--- config.mk ---
export PLATFORM = sky130hd
export DESIGN_NAME = alu_share_arbiter
export DESIGN_NICKNAME = d
export VERILOG_FILES = /design/src/rtl/alu_share_arbiter_pkg.sv /design/src/rtl/alu_share_arbiter_alu.sv /design/src/rtl/alu_share_arbiter_rr_arb2.sv /design/src/rtl/alu_share_arbiter.sv
export SDC_FILE = /design/constraint.sdc
export NUM_CORES = 1
export LEC_CHECK = 0
export BUFFER_PORTS_ARGS = -buffer_cell sky130_fd_sc_hd__clkbuf_2
export CORE_MARGIN = 4
export CORE_UTILIZATION = 45
export DETAILED_ROUTE_END_ITERATION = 7
export GPL_ROUTABILITY_DRIVEN = 0
export PLACE_DENSITY_LB_ADDON = 0.1
export SLEW_MARGIN = 30
export SYNTH_ARGS = -nofsm -noshare
export SYNTH_HDL_FRONTEND = slang
export SYNTH_SLANG_ARGS = --single-unit
export TNS_END_PERCENT = 30
--- constraint.sdc ---
create_clock -name clk -period 5.1 [get_ports clk]
set_input_delay 1.53 -clock clk [delete_from_list [all_inputs] [get_ports clk]]
set_output_delay 1.53 -clock clk [all_outputs]
set_load 0.05 [all_outputs]
--- src/rtl/alu_share_arbiter_pkg.sv ---
// Shared definitions for the two-slot shared-ALU arbiter.
// Holds operand/tag widths, aluOp and func encodings, flag bit positions,
// the issue-register payload struct and the op decoder used by the ALU core.
package alu_share_arbiter_pkg;

  localparam int DATA_W = 32;
  localparam int TAG_W  = 4;

  // aluOp encodings
  localparam logic OP_ADD  = 1'b0;
  localparam logic OP_FUNC = 1'b1;

  // func codes, meaningful only when aluOp = OP_FUNC
  localparam logic [4:0] F_SUB = 5'b00101;
  localparam logic [4:0] F_SHR = 5'b01001;
  localparam logic [4:0] F_NOT = 5'b00110;

  // Bit positions inside the 4-bit {carry, overflow, zero, neg} flag word
  localparam int FLAG_N = 0;
  localparam int FLAG_Z = 1;
  localparam int FLAG_V = 2;
  localparam int FLAG_C = 3;

  typedef enum logic [2:0] {
    ALU_ADD,
    ALU_SUB,
    ALU_SHR,
    ALU_NOT,
    ALU_ILL
  } alu_kind_e;

  // Payload captured in the issue register
  typedef struct packed {
    logic [DATA_W-1:0] a;
    logic [DATA_W-1:0] b;
    logic              op;
    logic [4:0]        func;
    logic [TAG_W-1:0]  tag;
    logic              slot;
  } issue_t;

  function automatic alu_kind_e decode_op(input logic op, input logic [4:0] func);
    alu_kind_e kind;
    kind = ALU_ILL;
    if (op == OP_ADD) begin
      kind = ALU_ADD;
    end else begin
      case (func)
        F_SUB:   kind = ALU_SUB;
        F_SHR:   kind = ALU_SHR;
        F_NOT:   kind = ALU_NOT;
        default: kind = ALU_ILL;
      endcase
    end
    return kind;
  endfunction

endpackage

--- src/rtl/alu_share_arbiter_alu.sv ---
// Combinational 32-bit ALU core shared by both issue slots.
// Ports:
//   a, b      in   operands aluIn1 / aluIn2
//   op, func  in   aluOp and func select
//   carry_in  in   borrow for SUB (result = b - a - carry_in)
//   result    out  ALU result (0 for an illegal func)
//   flags     out  {carry, overflow, zero, neg}; all 0 for an illegal func
//   illegal   out  unsupported func with aluOp = OP_FUNC
module alu_share_arbiter_alu
  import alu_share_arbiter_pkg::*;
(
  input  logic [DATA_W-1:0] a,
  input  logic [DATA_W-1:0] b,
  input  logic              op,
  input  logic [4:0]        func,
  input  logic              carry_in,
  output logic [DATA_W-1:0] result,
  output logic [3:0]        flags,
  output logic              illegal
);

  localparam int MSB = DATA_W - 1;

  alu_kind_e kind;
  logic      ovf;

  always_comb begin
    // NOTE: every signal written here gets a default first, so no path can
    // leave it unassigned and infer a latch.
    kind    = decode_op(op, func);
    result  = '0;
    ovf     = 1'b0;
    illegal = 1'b0;
    flags   = '0;

    case (kind)
      ALU_ADD: begin
        result = a + b;
        ovf    = (a[MSB] == b[MSB]) && (result[MSB] != a[MSB]);
      end
      ALU_SUB: begin
        result = b - a - DATA_W'(carry_in);
        // Subtrahend is a, so overflow is judged against the sign of b
        ovf    = (a[MSB] != b[MSB]) && (result[MSB] != b[MSB]);
      end
      ALU_SHR: begin
        // Any shift amount of 32 or more flushes every bit out
        result = (|a[MSB:5]) ? '0 : (b >> a[4:0]);
      end
      ALU_NOT: begin
        result = ~b;
      end
      default: begin
        illegal = 1'b1;
      end
    endcase

    if (!illegal) begin
      flags[FLAG_C] = (!a[MSB] &&  b[MSB] && !result[MSB]) ||
                      ( a[MSB] && !b[MSB] && !result[MSB]) ||
                      ( a[MSB] &&  b[MSB]);
      flags[FLAG_V] = ovf;
      flags[FLAG_Z] = (result == '0);
      flags[FLAG_N] = result[MSB];
    end
  end

endmodule

--- src/rtl/alu_share_arbiter_rr_arb2.sv ---
// Two-requester round-robin arbiter with grant enable.
// Ports:
//   clk, reset  in   clock, synchronous active-high reset (pointer -> slot 0)
//   en          in   a grant may be issued this cycle
//   req         in   request vector, bit i = requester i
//   gnt         out  one-hot grant (or 0), combinational from req/en/pointer
// After any grant the pointer moves to the requester that was not granted.
module alu_share_arbiter_rr_arb2 (
  input  logic       clk,
  input  logic       reset,
  input  logic       en,
  input  logic [1:0] req,
  output logic [1:0] gnt
);

  logic ptr_q;
  logic ptr_d;

  always_comb begin
    gnt   = 2'b00;
    ptr_d = ptr_q;
    if (en) begin
      if (req == 2'b11) begin
        gnt = ptr_q ? 2'b10 : 2'b01;
      end else begin
        gnt = req;
      end
      if (gnt != 2'b00) begin
        ptr_d = ~gnt[1];
      end
    end
  end

  always_ff @(posedge clk) begin
    // NOTE: state registers use non-blocking assignment so every flop samples
    // pre-edge values regardless of process ordering.
    if (reset) begin
      ptr_q <= 1'b0;
    end else begin
      ptr_q <= ptr_d;
    end
  end

endmodule

--- src/rtl/alu_share_arbiter.sv ---
// Shares one 32-bit ALU between two VLIW integer issue slots.
// Round-robin arbitration picks at most one request per cycle into the issue
// register (s1); the ALU result is captured in the response register (s2),
// which drives the single response channel tagged with slot id and tag.
// A per-slot carry register feeds the SUB borrow input.
// Ports:
//   clk, reset                 clock, synchronous active-high reset
//   req_valid/req_ready [1:0]  per-slot handshake, bit i = slot i
//   req_a*/req_b*              operands aluIn1 / aluIn2 per slot
//   req_op [1:0]               aluOp per slot
//   req_func*/req_tag*         func and tag per slot
//   rsp_valid/rsp_ready        response handshake
//   rsp_slot/rsp_tag           origin of the response
//   rsp_data/rsp_flags         ALU result and {carry, overflow, zero, neg}
//   rsp_illegal                unsupported func on aluOp = 1
module alu_share_arbiter
  import alu_share_arbiter_pkg::*;
#(
  parameter int DW = DATA_W,
  parameter int TW = TAG_W
) (
  input  logic          clk,
  input  logic          reset,
  input  logic [1:0]    req_valid,
  output logic [1:0]    req_ready,
  input  logic [DW-1:0] req_a0,
  input  logic [DW-1:0] req_a1,
  input  logic [DW-1:0] req_b0,
  input  logic [DW-1:0] req_b1,
  input  logic [1:0]    req_op,
  input  logic [4:0]    req_func0,
  input  logic [4:0]    req_func1,
  input  logic [TW-1:0] req_tag0,
  input  logic [TW-1:0] req_tag1,
  output logic          rsp_valid,
  input  logic          rsp_ready,
  output logic          rsp_slot,
  output logic [TW-1:0] rsp_tag,
  output logic [DW-1:0] rsp_data,
  output logic [3:0]    rsp_flags,
  output logic          rsp_illegal
);

  logic       advance;   // s2 loads, s1 moves forward
  logic       accept;    // issue register can take a new op
  logic [1:0] gnt;

  logic       s1_valid_q, s1_valid_d;
  issue_t     s1_q, s1_d;

  logic          s2_valid_q, s2_valid_d;
  logic          rsp_slot_q, rsp_slot_d;
  logic [TW-1:0] rsp_tag_q, rsp_tag_d;
  logic [DW-1:0] rsp_data_q, rsp_data_d;
  logic [3:0]    rsp_flags_q, rsp_flags_d;
  logic          rsp_illegal_q, rsp_illegal_d;

  logic [1:0] carry_q, carry_d;

  logic [DW-1:0] alu_result;
  logic [3:0]    alu_flags;
  logic          alu_illegal;
  logic          alu_carry_in;

  assign advance = !s2_valid_q || rsp_ready;
  assign accept  = !s1_valid_q || advance;

  alu_share_arbiter_rr_arb2 u_arb (
    .clk   (clk),
    .reset (reset),
    .en    (accept && !reset),
    .req   (req_valid),
    .gnt   (gnt)
  );

  // The grant itself is the ready: a slot is accepted exactly when granted
  assign req_ready = gnt;

  // Issue stage
  always_comb begin
    s1_valid_d = s1_valid_q;
    s1_d       = s1_q;
    if (accept) begin
      s1_valid_d = |gnt;
      if (gnt[1]) begin
        s1_d.a    = req_a1;
        s1_d.b    = req_b1;
        s1_d.op   = req_op[1];
        s1_d.func = req_func1;
        s1_d.tag  = req_tag1;
        s1_d.slot = 1'b1;
      end else if (gnt[0]) begin
        s1_d.a    = req_a0;
        s1_d.b    = req_b0;
        s1_d.op   = req_op[0];
        s1_d.func = req_func0;
        s1_d.tag  = req_tag0;
        s1_d.slot = 1'b0;
      end
    end
  end

  // Carry is read from the current s1 slot; it is written on the same edge
  // that moves the op to s2, so a back-to-back op on that slot sees it.
  assign alu_carry_in = carry_q[s1_q.slot];

  alu_share_arbiter_alu u_alu (
    .a        (s1_q.a),
    .b        (s1_q.b),
    .op       (s1_q.op),
    .func     (s1_q.func),
    .carry_in (alu_carry_in),
    .result   (alu_result),
    .flags    (alu_flags),
    .illegal  (alu_illegal)
  );

  // Result stage and carry update
  always_comb begin
    s2_valid_d    = s2_valid_q;
    rsp_slot_d    = rsp_slot_q;
    rsp_tag_d     = rsp_tag_q;
    rsp_data_d    = rsp_data_q;
    rsp_flags_d   = rsp_flags_q;
    rsp_illegal_d = rsp_illegal_q;
    carry_d       = carry_q;
    if (advance) begin
      s2_valid_d = s1_valid_q;
      if (s1_valid_q) begin
        rsp_slot_d    = s1_q.slot;
        rsp_tag_d     = s1_q.tag;
        rsp_data_d    = alu_result;
        rsp_flags_d   = alu_flags;
        rsp_illegal_d = alu_illegal;
        if (!alu_illegal) begin
          carry_d[s1_q.slot] = alu_flags[FLAG_C];
        end
      end
    end
  end

  always_ff @(posedge clk) begin
    if (reset) begin
      s1_valid_q    <= 1'b0;
      s2_valid_q    <= 1'b0;
      rsp_slot_q    <= 1'b0;
      rsp_tag_q     <= '0;
      rsp_data_q    <= '0;
      rsp_flags_q   <= '0;
      rsp_illegal_q <= 1'b0;
      carry_q       <= '0;
    end else begin
      s1_valid_q    <= s1_valid_d;
      s2_valid_q    <= s2_valid_d;
      rsp_slot_q    <= rsp_slot_d;
      rsp_tag_q     <= rsp_tag_d;
      rsp_data_q    <= rsp_data_d;
      rsp_flags_q   <= rsp_flags_d;
      rsp_illegal_q <= rsp_illegal_d;
      carry_q       <= carry_d;
    end
  end

  // NOTE: the issue payload carries no reset; it is only ever observed while
  // s1_valid_q is set, so clearing it would cost reset fan-out for nothing.
  always_ff @(posedge clk) begin
    s1_q <= s1_d;
  end

  assign rsp_valid   = s2_valid_q;
  assign rsp_slot    = rsp_slot_q;
  assign rsp_tag     = rsp_tag_q;
  assign rsp_data    = rsp_data_q;
  assign rsp_flags   = rsp_flags_q;
  assign rsp_illegal = rsp_illegal_q;

endmodule

==> run metrics, run 1 <==
global-route wire length before repair 62.9 mm; Critical Path Max Stage Delay 0.69 ns; delay-heaviest family, CP compound AO/OA/AOI/OAI gates; synth unique cells 94; final hold slack 0.454 ns; DR iter-0 viols 1,330; Netlist Area Pre-Place 0.0119 sq mm; ANT nets after route 0; YS warnings 0; Pins Over Slew Limit 0; DRC errors left 0; Setup CP Type flip-flop to flip-flop; outcome finished clean; post-synthesis register bit count 121; largest net degree at the start of global routing 76; CTS tree yes; cell taking the most area after synthesis edfxtp_1; GR Util met2 0.401; vias in the first global route 11,200; share of cells above drive strength 1 0.193; CTS Hold Bufs 0; largest cells by area after synthesis edfxtp_1 19%, nand2_1 11%, ha_1 9.9%; H-tree depth 4; core area 0.0261 sq mm; Final setup viols 0; Mapped Avg Cell Area 7.81 sq um; ys async rst share 0; pwr/cell area 289 mW/mm^2; starting density of the core 0.458; Max Freq 0.226 GHz; met3 Usage GRT 0.0663; Via density 5.95; most common cell in the netlist nand2_1; Ant. Diodes 0; maximum VDD drop 216 uV; clk sinks 121; CTS resizes 0; Tightest Hold Check Type flip-flop to flip-flop; buffers and inverters on the worst path 0; Layout area overhead 15.7%; CP max-delay cell a221oi_1; final net count 1,935; crit-path max FO 5; Die ar. 0.0292 sq mm; final wirelength 40.9 mm; clk_lat worst skew 0.44 ns; crit share post-route 0.868; total CTS buffers 17; Worst setup SP type flip-flop; CP required 5.48 ns; EDFF count, synth 75; dpl hpwl 32.2 mm; vias 12,100; Rows 59; cells after synthesis 1,528; Worst-Margin Slew 0.800 ns; post-synth top area share 0.189; IO Count 198; arrival time at the worst endpoint 4.81 ns; final setup TNS 0 ns; CP Capture Type flip-flop; register area share after synthesis 0.266; Rel. slew slack 0.462; initial antenna violation count 2; Clock Skews 0.00971 ns; DRT Pass-1 Iters 7; min cycle time layout 4.43 ns; total global routing track utilization 0.275; root buf cell clkbuf_16; Syn Nets 1,778; unrepaired setup endpoints after global routing no; total setup buffers inserted after CTS 0; crit path cell chain mux2i_1 > fa_1 > ha_1 > o21ai_1 > nand2_1 > xnor2_1 > o221ai_1 > a221oi_1 > and2_0 > nor4bb_1 > nand4_1 > nor4_1 > and4_1 > a41o_1; Die X 171 microns; met1 Track Usage GR 0.403; Clk pin slew, worst setup/hold paths 0.06 ns; busiest grt layer met1; top_reg_cell synth edfxtp_1; gr ovfl total 0; CTS max path bufs 2; Leak Pwr 6.10 nW; WL/cell 20.1 microns; Hold Fails Final Rpt 0; Die Ht 171 microns; max-cap viol count 0; PortBufs 197; most frequent cells after synthesis 344 x nand2_1, 117 x nor2_1, 104 x inv_1
final timing paths:
path	start	cells after the start	slack [ns]	end
hold reg to reg	rsp_illegal$_SDFFE_PP0P_	2	0.45	rsp_illegal$_SDFFE_PP0P_
setup reg to reg	s1_q[0]$_SDFFCE_PP1P_	14	0.67	rsp_flags[1]$_SDFFE_PP0P_
hold / removal	rsp_illegal$_SDFFE_PP0P_	2	0.45	rsp_illegal$_SDFFE_PP0P_
setup / recovery	s1_q[0]$_SDFFCE_PP1P_	14	0.67	rsp_flags[1]$_SDFFE_PP0P_
area by class of cell:
cell class,count,area [sq um]
fillers,2551,12200
multi-input cells,1210,7980
flip-flops and latches,121,3170
repair buffers,228,1250
clock buffers,18,429
well taps,335,419
inverters,107,402
clock inverters,14,161
registers in the layout, summed over array words and instances (netlist names):
register,cells
carry_q,2
rsp_valid,1
rsp_slot,1
rsp_illegal,1
s1_q,75
rsp_data,32
u_arb.ptr_q,1
rsp_tag,4
rsp_flags,3
s1_valid_q,1
worst min-delay path, cell delays in order, from the launching register on:
cell,delay (ns)
dfxtp_1,0.31
nand2_1,0.05
a21oi_1,0.05
layer usage:
layer,vias to the layer above,part of all wire
li1,5789,-
met1,5594,0.44
met2,643,0.42
met3,76,0.11
met4,4,0.029
met5,-,0.00076
stage by stage:
step	total power [mW]	utilization	instance area, sq um	worst slack [ns]	cells
finish	3.99	0.530	13800	0.672	2033
detailed placement	2.72	0.507	13200	0.792	2001
floorplan	2.29	-	11900	0.869	1528
global placement	2.71	0.507	13200	0.854	2001
CTS	3.97	0.530	13800	0.753	2033
global route	4.19	0.530	13800	0.491	2033
layout by cell type, fill, tap and decap left out, types with 11 or more instances in the layout:
| cell type | instances |
|---|---|
| a211oi_1 | 41 |
| a21o_1 | 14 |
| a21oi_1 | 101 |
| buf_4 | 30 |
| clkbuf_16 | 17 |
| clkbuf_2 | 196 |
| dfxtp_1 | 46 |
| edfxtp_1 | 75 |
| ha_1 | 94 |
| inv_1 | 102 |
| mux2_2 | 13 |
| mux2i_1 | 25 |
| mux4_2 | 26 |
| nand2_1 | 344 |
| nand3_1 | 27 |
| nand4_1 | 20 |
| nor2_1 | 117 |
| nor2b_1 | 15 |
| nor3_1 | 41 |
| nor4_1 | 20 |
| o211ai_1 | 12 |
| o21a_1 | 11 |
| o21ai_0 | 55 |
| xnor2_1 | 36 |
power by group:
part / switching, mW / internal, mW / leakage [nW] / total [mW]
logic: 0.966 / 0.581 / 4.72 / 1.55
clock network: 0.523 / 0.730 / 0.279 / 1.25
registers: 0.0743 / 1.12 / 1.10 / 1.19
total: 1.56 / 2.43 / 6.10 / 3.99
cells by family after synthesis:
group | after synthesis | share of synthesized area
and+or+nand+nor | 649 | 0.245
AOI/OAI and AO/OA | 354 | 0.203
buffers and inverters | 197 | 0.0666
DFF | 121 | 0.266
adders and majority gates | 97 | 0.104
muxes | 64 | 0.0823
xor gates and xnor gates | 46 | 0.0338
No activity file was read; power rests on OpenSTA's default activity.
==> run 2, diff against run 1 <==
Settings changed: CTS_BUF_LIST set to sky130_fd_sc_hd__clkbuf_4 sky130_fd_sc_hd__clkbuf_8.
==> run 2 against run 1 <==
Effect of this change:
- first-iteration DRC count rose by 1.3%
- worst setup slack improved by 0.027 ns
- global-route usage barely moved
- hold slack improved by 0.0030 ns
- core utilization fell by 0.72 points
- die area did not move
- sequential share of layout area rose by 0.32 points
- non-clock buffer count did not move
- register-to-register slack improved by 0.03 ns
- count of clock-buffer cells in the layout did not move
- combinational power barely moved
- critical path type unchanged
- largest cell class unchanged
- largest power group unchanged
==> run metrics, run 2 (synthesized netlist as in run 1, its figures left out) <==
clk sinks 121 (unchanged); Final setup viols 0 (unchanged); placed insts 2,001 (unchanged); CP required 5.53 ns (+0.05 ns); Tightest Hold Check Type flip-flop to flip-flop; Rows 59 (unchanged); total setup buffers inserted after CTS 0 (unchanged); FF+latch area 0.00317 sq mm (unchanged); Clk pin slew, worst setup/hold paths 0.09 ns (+0.03 ns); Die X 171 microns (unchanged); PortBufs 197 (unchanged); Via density 5.94 (-0.31%); DRT Pass-1 Iters 8 (+1); WL/cell 20.1 microns (about the same); Biggest register s1_q; H-tree depth 4 (unchanged); vias in the first global route 11,100 (-0.55%); Ant. Diodes 0 (unchanged); total global routing track utilization 0.275 (about the same); number of fill cells 2,588 (+1.5%); total CTS buffers 17 (unchanged); Hold Fails Final Rpt 0 (unchanged); Clock Skews 0.0152 ns (+0.00546 ns); outcome finished clean; root buf cell clkbuf_8; max reg flops 75 (unchanged); share of cells above drive strength 1 0.193 (+0.000589); Die ar. 0.0292 sq mm (unchanged); min cycle time layout 4.40 ns (-0.0266 ns); Final Non-Filler Cells 2,033 (unchanged); global-route wire length before repair 62.6 mm (-0.48%); ANT nets after route 0 (unchanged); vias 12,100 (-0.31%); Pins Over Slew Limit 0 (unchanged); starting density of the core 0.458 (unchanged); Layout area overhead 14.2%; Die Ht 171 microns (unchanged); CTS max path bufs 2 (unchanged); max-cap viol count 0 (unchanged); CP Capture Type flip-flop; initial antenna violation count 3 (+1); Worst setup SP type flip-flop; post-layout util 0.523 (-0.00720); DR iter-0 viols 1,347 (+1.3%); CTS tree yes; crit share post-route 0.863 (-0.00522); unrepaired setup endpoints after global routing no; gr ovfl total 0 (unchanged); arrival time at the worst endpoint 4.83 ns (+0.02 ns); crit-path max FO 5 (unchanged); DRC errors left 0 (unchanged); maximum VDD drop 152 uV (-30%); final setup TNS 0 ns (unchanged); Max Freq 0.227 GHz (+0.61%); CTS resizes 0 (unchanged); largest net degree at the start of global routing 76 (unchanged); dpl hpwl 32.2 mm (unchanged); IO Count 198 (unchanged); commonest non-fill, non-tap cell in the layout nand2_1; area of the multi-input gates 0.00798 sq mm (unchanged); CTS Hold Bufs 0 (unchanged); most frequent cells in the layout 344 x nand2_1, 196 x clkbuf_2, 117 x nor2_1, 102 x inv_1, 101 x a21oi_1; Setup CP Type flip-flop to flip-flop; Rel. slew slack 0.440 (-0.0226); core area 0.0261 sq mm (unchanged); final net count 1,935 (unchanged); pwr/cell area 269 mW/mm^2 (-6.8%); clk_lat worst skew 0.48 ns (+0.04 ns); Worst-Margin Slew 0.834 ns (+0.0336 ns); final wirelength 40.9 mm (about the same); Leak Pwr 6.02 nW (-1.4%)
[run 2: changes by cell type in the layout (fill, tap and decap cells not counted)]
cell	change
clkbuf_16	-17
clkbuf_8	+17
clkbuf_4	+1
clkbuf_1	-1
[run 2: final timing paths]
check,slack (ns),startpoint,cells after the start,to
setup / recovery,0.70,s1_q[0]$_SDFFCE_PP1P_,14,rsp_flags[1]$_SDFFE_PP0P_
hold / removal,0.46,rsp_illegal$_SDFFE_PP0P_,2,rsp_illegal$_SDFFE_PP0P_
setup reg to reg,0.70,s1_q[0]$_SDFFCE_PP1P_,14,rsp_flags[1]$_SDFFE_PP0P_
hold reg to reg,0.46,rsp_illegal$_SDFFE_PP0P_,2,rsp_illegal$_SDFFE_PP0P_
[run 2: where the power goes]
part	internal [mW]	switching, mW
Clock	0.449	0.479
Sequential	1.12	0.0745
Combinational	0.581	0.968
[run 2: through the flow]
stage | setup WS (ns) | power (mW) | cell area, sq um | hold slack, ns
2_1_floorplan | 0.869 | 2.29 | 11900 | 0.467
3_3_place_gp | 0.854 | 2.71 | 13200 | 0.444
3_5_place_dp | 0.792 | 2.72 | 13200 | 0.450
4_1_cts | 0.756 | 3.65 | 13600 | 0.462
5_1_grt | 0.476 | 3.87 | 13600 | 0.488
6_report | 0.699 | 3.67 | 13600 | 0.457
[run 2: cell type report]
cell class	count	area share
Multi-Input combinational cell	1210	0.586
Sequential cell	121	0.233
Timing Repair Buffer	228	0.0915
Tap cell	335	0.0308
Inverter	107	0.0295
Clock buffer	18	0.0177
Clock inverter	14	0.0118
[run 2: worst max-delay path: stages, from the launching register on]
cell      delay [ns]
edfxtp_1        0.44
mux2i_1         0.45
fa_1            0.52
ha_1            0.19
o21ai_1         0.29
nand2_1         0.11
xnor2_1         0.15
o221ai_1        0.18
a221oi_1        0.66
and2_0          0.21
nor4bb_1        0.34
nand4_1         0.18
nor4_1          0.24
and4_1          0.25
a41o_1          0.17
[run 2: layer usage]
layer	wire, microns	GRT usage
met1	17700	0.397
met2	17300	0.406
met3	4770	0.0781
met4	1050	0.0754
met5	47	0
==> run 3, diff against run 2 <==
Settings changed: CELL_PAD_IN_SITES_DETAIL_PLACEMENT set to 2, CELL_PAD_IN_SITES_GLOBAL_PLACEMENT set to 2, CORE_UTILIZATION 45 to 34.
==> run 3 against run 2 <==
Effect of this change:
- sequential power is essentially flat
- register-to-register slack lost 0.35 ns
- combinational power grew 8%
- via count is 4.3% higher
- highest routed layer unchanged
- core utilization fell by 12 points
- clock skew shrank 0.0029 ns
- critical path type unchanged
==> run metrics, run 3 (synthesized netlist as in run 1, its figures left out) <==
outcome finished clean; final net count 1,945 (+0.52%); gr ovfl total 0 (unchanged); root buf cell clkbuf_8; Max Freq 0.210 GHz (-7.4%); vias in the first global route 13,200 (+19%); total global routing track utilization 0.280 (+0.00499); Tightest Hold Check Type flip-flop to flip-flop; starting density of the core 0.345 (-0.113); most frequent cells in the layout 344 x nand2_1, 196 x clkbuf_2, 117 x nor2_1, 102 x inv_1, 101 x a21oi_1; maximum VDD drop 172 uV (+13%); Ant. Diodes 0 (unchanged); arrival time at the worst endpoint 5.19 ns (+0.36 ns); register-to-register setup slack 0.35 ns (-0.35 ns); Layout area overhead 16.4%; PortBufs 197 (unchanged); DRT Pass-1 Iters 5 (-3); core area 0.0346 sq mm (+33%); commonest non-fill, non-tap cell in the layout nand2_1; Die Ht 195 microns (+14%); area of the multi-input gates 0.00798 sq mm (about the same); Final setup viols 0 (unchanged); total setup buffers inserted after CTS 0 (unchanged); CP Capture Type flip-flop; Total Power 3.87 mW (+5.5%); CTS resizes 0 (unchanged); Leak Pwr 6.09 nW (+1.2%); Pins Over Slew Limit 0 (unchanged); worst r2r path cells 14 (unchanged); clk_lat worst skew 0.49 ns (about the same); unrepaired setup endpoints after global routing no; WL/cell 25.2 microns (+25%); Via density 5.82 (-2.0%); Rel. slew slack 0.392 (-0.0476); initial antenna violation count 2 (-1); Reg2Reg Launch Point s1_q[0]$_SDFFCE_PP1P_; pwr/cell area 279 mW/mm^2 (+3.5%); crit-path max FO 5 (unchanged); Clock Skews 0.0122 ns (-0.00294 ns); DR iter-0 viols 966 (-28%); Setup CP Type flip-flop to flip-flop; largest net degree at the start of global routing 76 (unchanged); CTS tree yes; Biggest register s1_q; Hold Fails Final Rpt 0 (unchanged); CTS Hold Bufs 0 (unchanged); Worst setup SP type flip-flop; DRC errors left 0 (unchanged); Worst R2R End rsp_flags[1]$_SDFFE_PP0P_; Worst-Margin Slew 0.902 ns (+0.0690 ns); Die X 195 microns (+14%); CTS max path bufs 2 (unchanged); Hold Crit Depth 2 (unchanged); global-route wire length before repair 82.5 mm (+32%); ANT nets after route 0 (unchanged); vias 12,600 (+4.3%); final hold slack 0.466 ns (+0.00821 ns); final wirelength 54.4 mm (+33%); Hold EP rsp_tag[1]$_SDFFE_PP0P_; FF+latch area 0.00317 sq mm (unchanged); min cycle time layout 4.75 ns (+0.352 ns); Die ar. 0.0382 sq mm (+31%); max-cap viol count 0 (unchanged); dpl hpwl 43.4 mm (+35%); clk sinks 121 (unchanged); Rows 68 (+15%); share of cells above drive strength 1 0.197 (+0.00414); Clk pin slew, worst setup/hold paths 0.08 ns (about the same); CP required 5.54 ns (about the same); crit share post-route 0.932 (+0.0690); IO Count 198 (unchanged); final setup TNS 0 ns (unchanged); H-tree depth 4 (unchanged); Hold Path Origin rsp_tag[1]$_SDFFE_PP0P_; max reg flops 75 (unchanged); post-layout util 0.401 (-0.122); number of fill cells 3,999 (+55%); total CTS buffers 17 (unchanged)
## run 3: final cells by class
class / count / share of cell area
multi-input combinational: 1210 / 0.575
sequential: 121 / 0.228
clock inverter: 14 / 0.0139
tap: 455 / 0.0410
inverter: 107 / 0.0289
clock buffer: 18 / 0.0178
timing repair buffer: 238 / 0.0951
## run 3: power breakdown
part           switching, mW  internal [mW]
sequential            0.0820           1.12
combinational           1.08          0.597
clock                  0.443          0.548
## run 3: per-stage QoR
stage,cells,worst slack (ns),instance area (sq um)
global placement,2131,0.637,13400
finish,2163,0.347,13900
detailed placement,2131,0.549,13400
floorplan,1528,0.869,11900
CTS,2163,0.492,13900
global route,2163,0.299,13900
## run 3: metal layers
layer  part of all wire  track usage
met1               0.46        0.390
met4              0.029       0.0874
met2               0.45        0.440
met5            0.00048            0
met3              0.059       0.0554
## run 3: critical path: stages (launching register included)
cell and delay (ns):
edfxtp_1 0.47, mux2i_1 0.24, fa_1 0.48, fa_1 0.45, nand2b_4 0.18, a2111oi_4 0.58
nor2_1 0.13, xnor2_1 0.23, o221ai_1 0.30, nor4_1 0.60, and4_1 0.26, nand4_1 0.16
nor4_1 0.22, and4_1 0.22, a41o_1 0.17
## run 3: worst max-delay path by stage
stage / startpoint / endpoint / slack [ns] / depth (start not counted)
2_1_floorplan: s1_q[43]$_DFFE_PP_ / rsp_flags[1]$_SDFFE_PP0P_ / 0.87 / 17
3_3_place_gp: s1_q[0]$_SDFFCE_PP1P_ / rsp_flags[1]$_SDFFE_PP0P_ / 0.64 / 14
3_5_place_dp: s1_q[0]$_SDFFCE_PP1P_ / rsp_flags[1]$_SDFFE_PP0P_ / 0.55 / 14
4_1_cts: s1_q[0]$_SDFFCE_PP1P_ / rsp_flags[1]$_SDFFE_PP0P_ / 0.49 / 14
5_1_grt: s1_q[0]$_SDFFCE_PP1P_ / rsp_flags[1]$_SDFFE_PP0P_ / 0.30 / 14
6_report: s1_q[0]$_SDFFCE_PP1P_ / rsp_flags[1]$_SDFFE_PP0P_ / 0.35 / 14
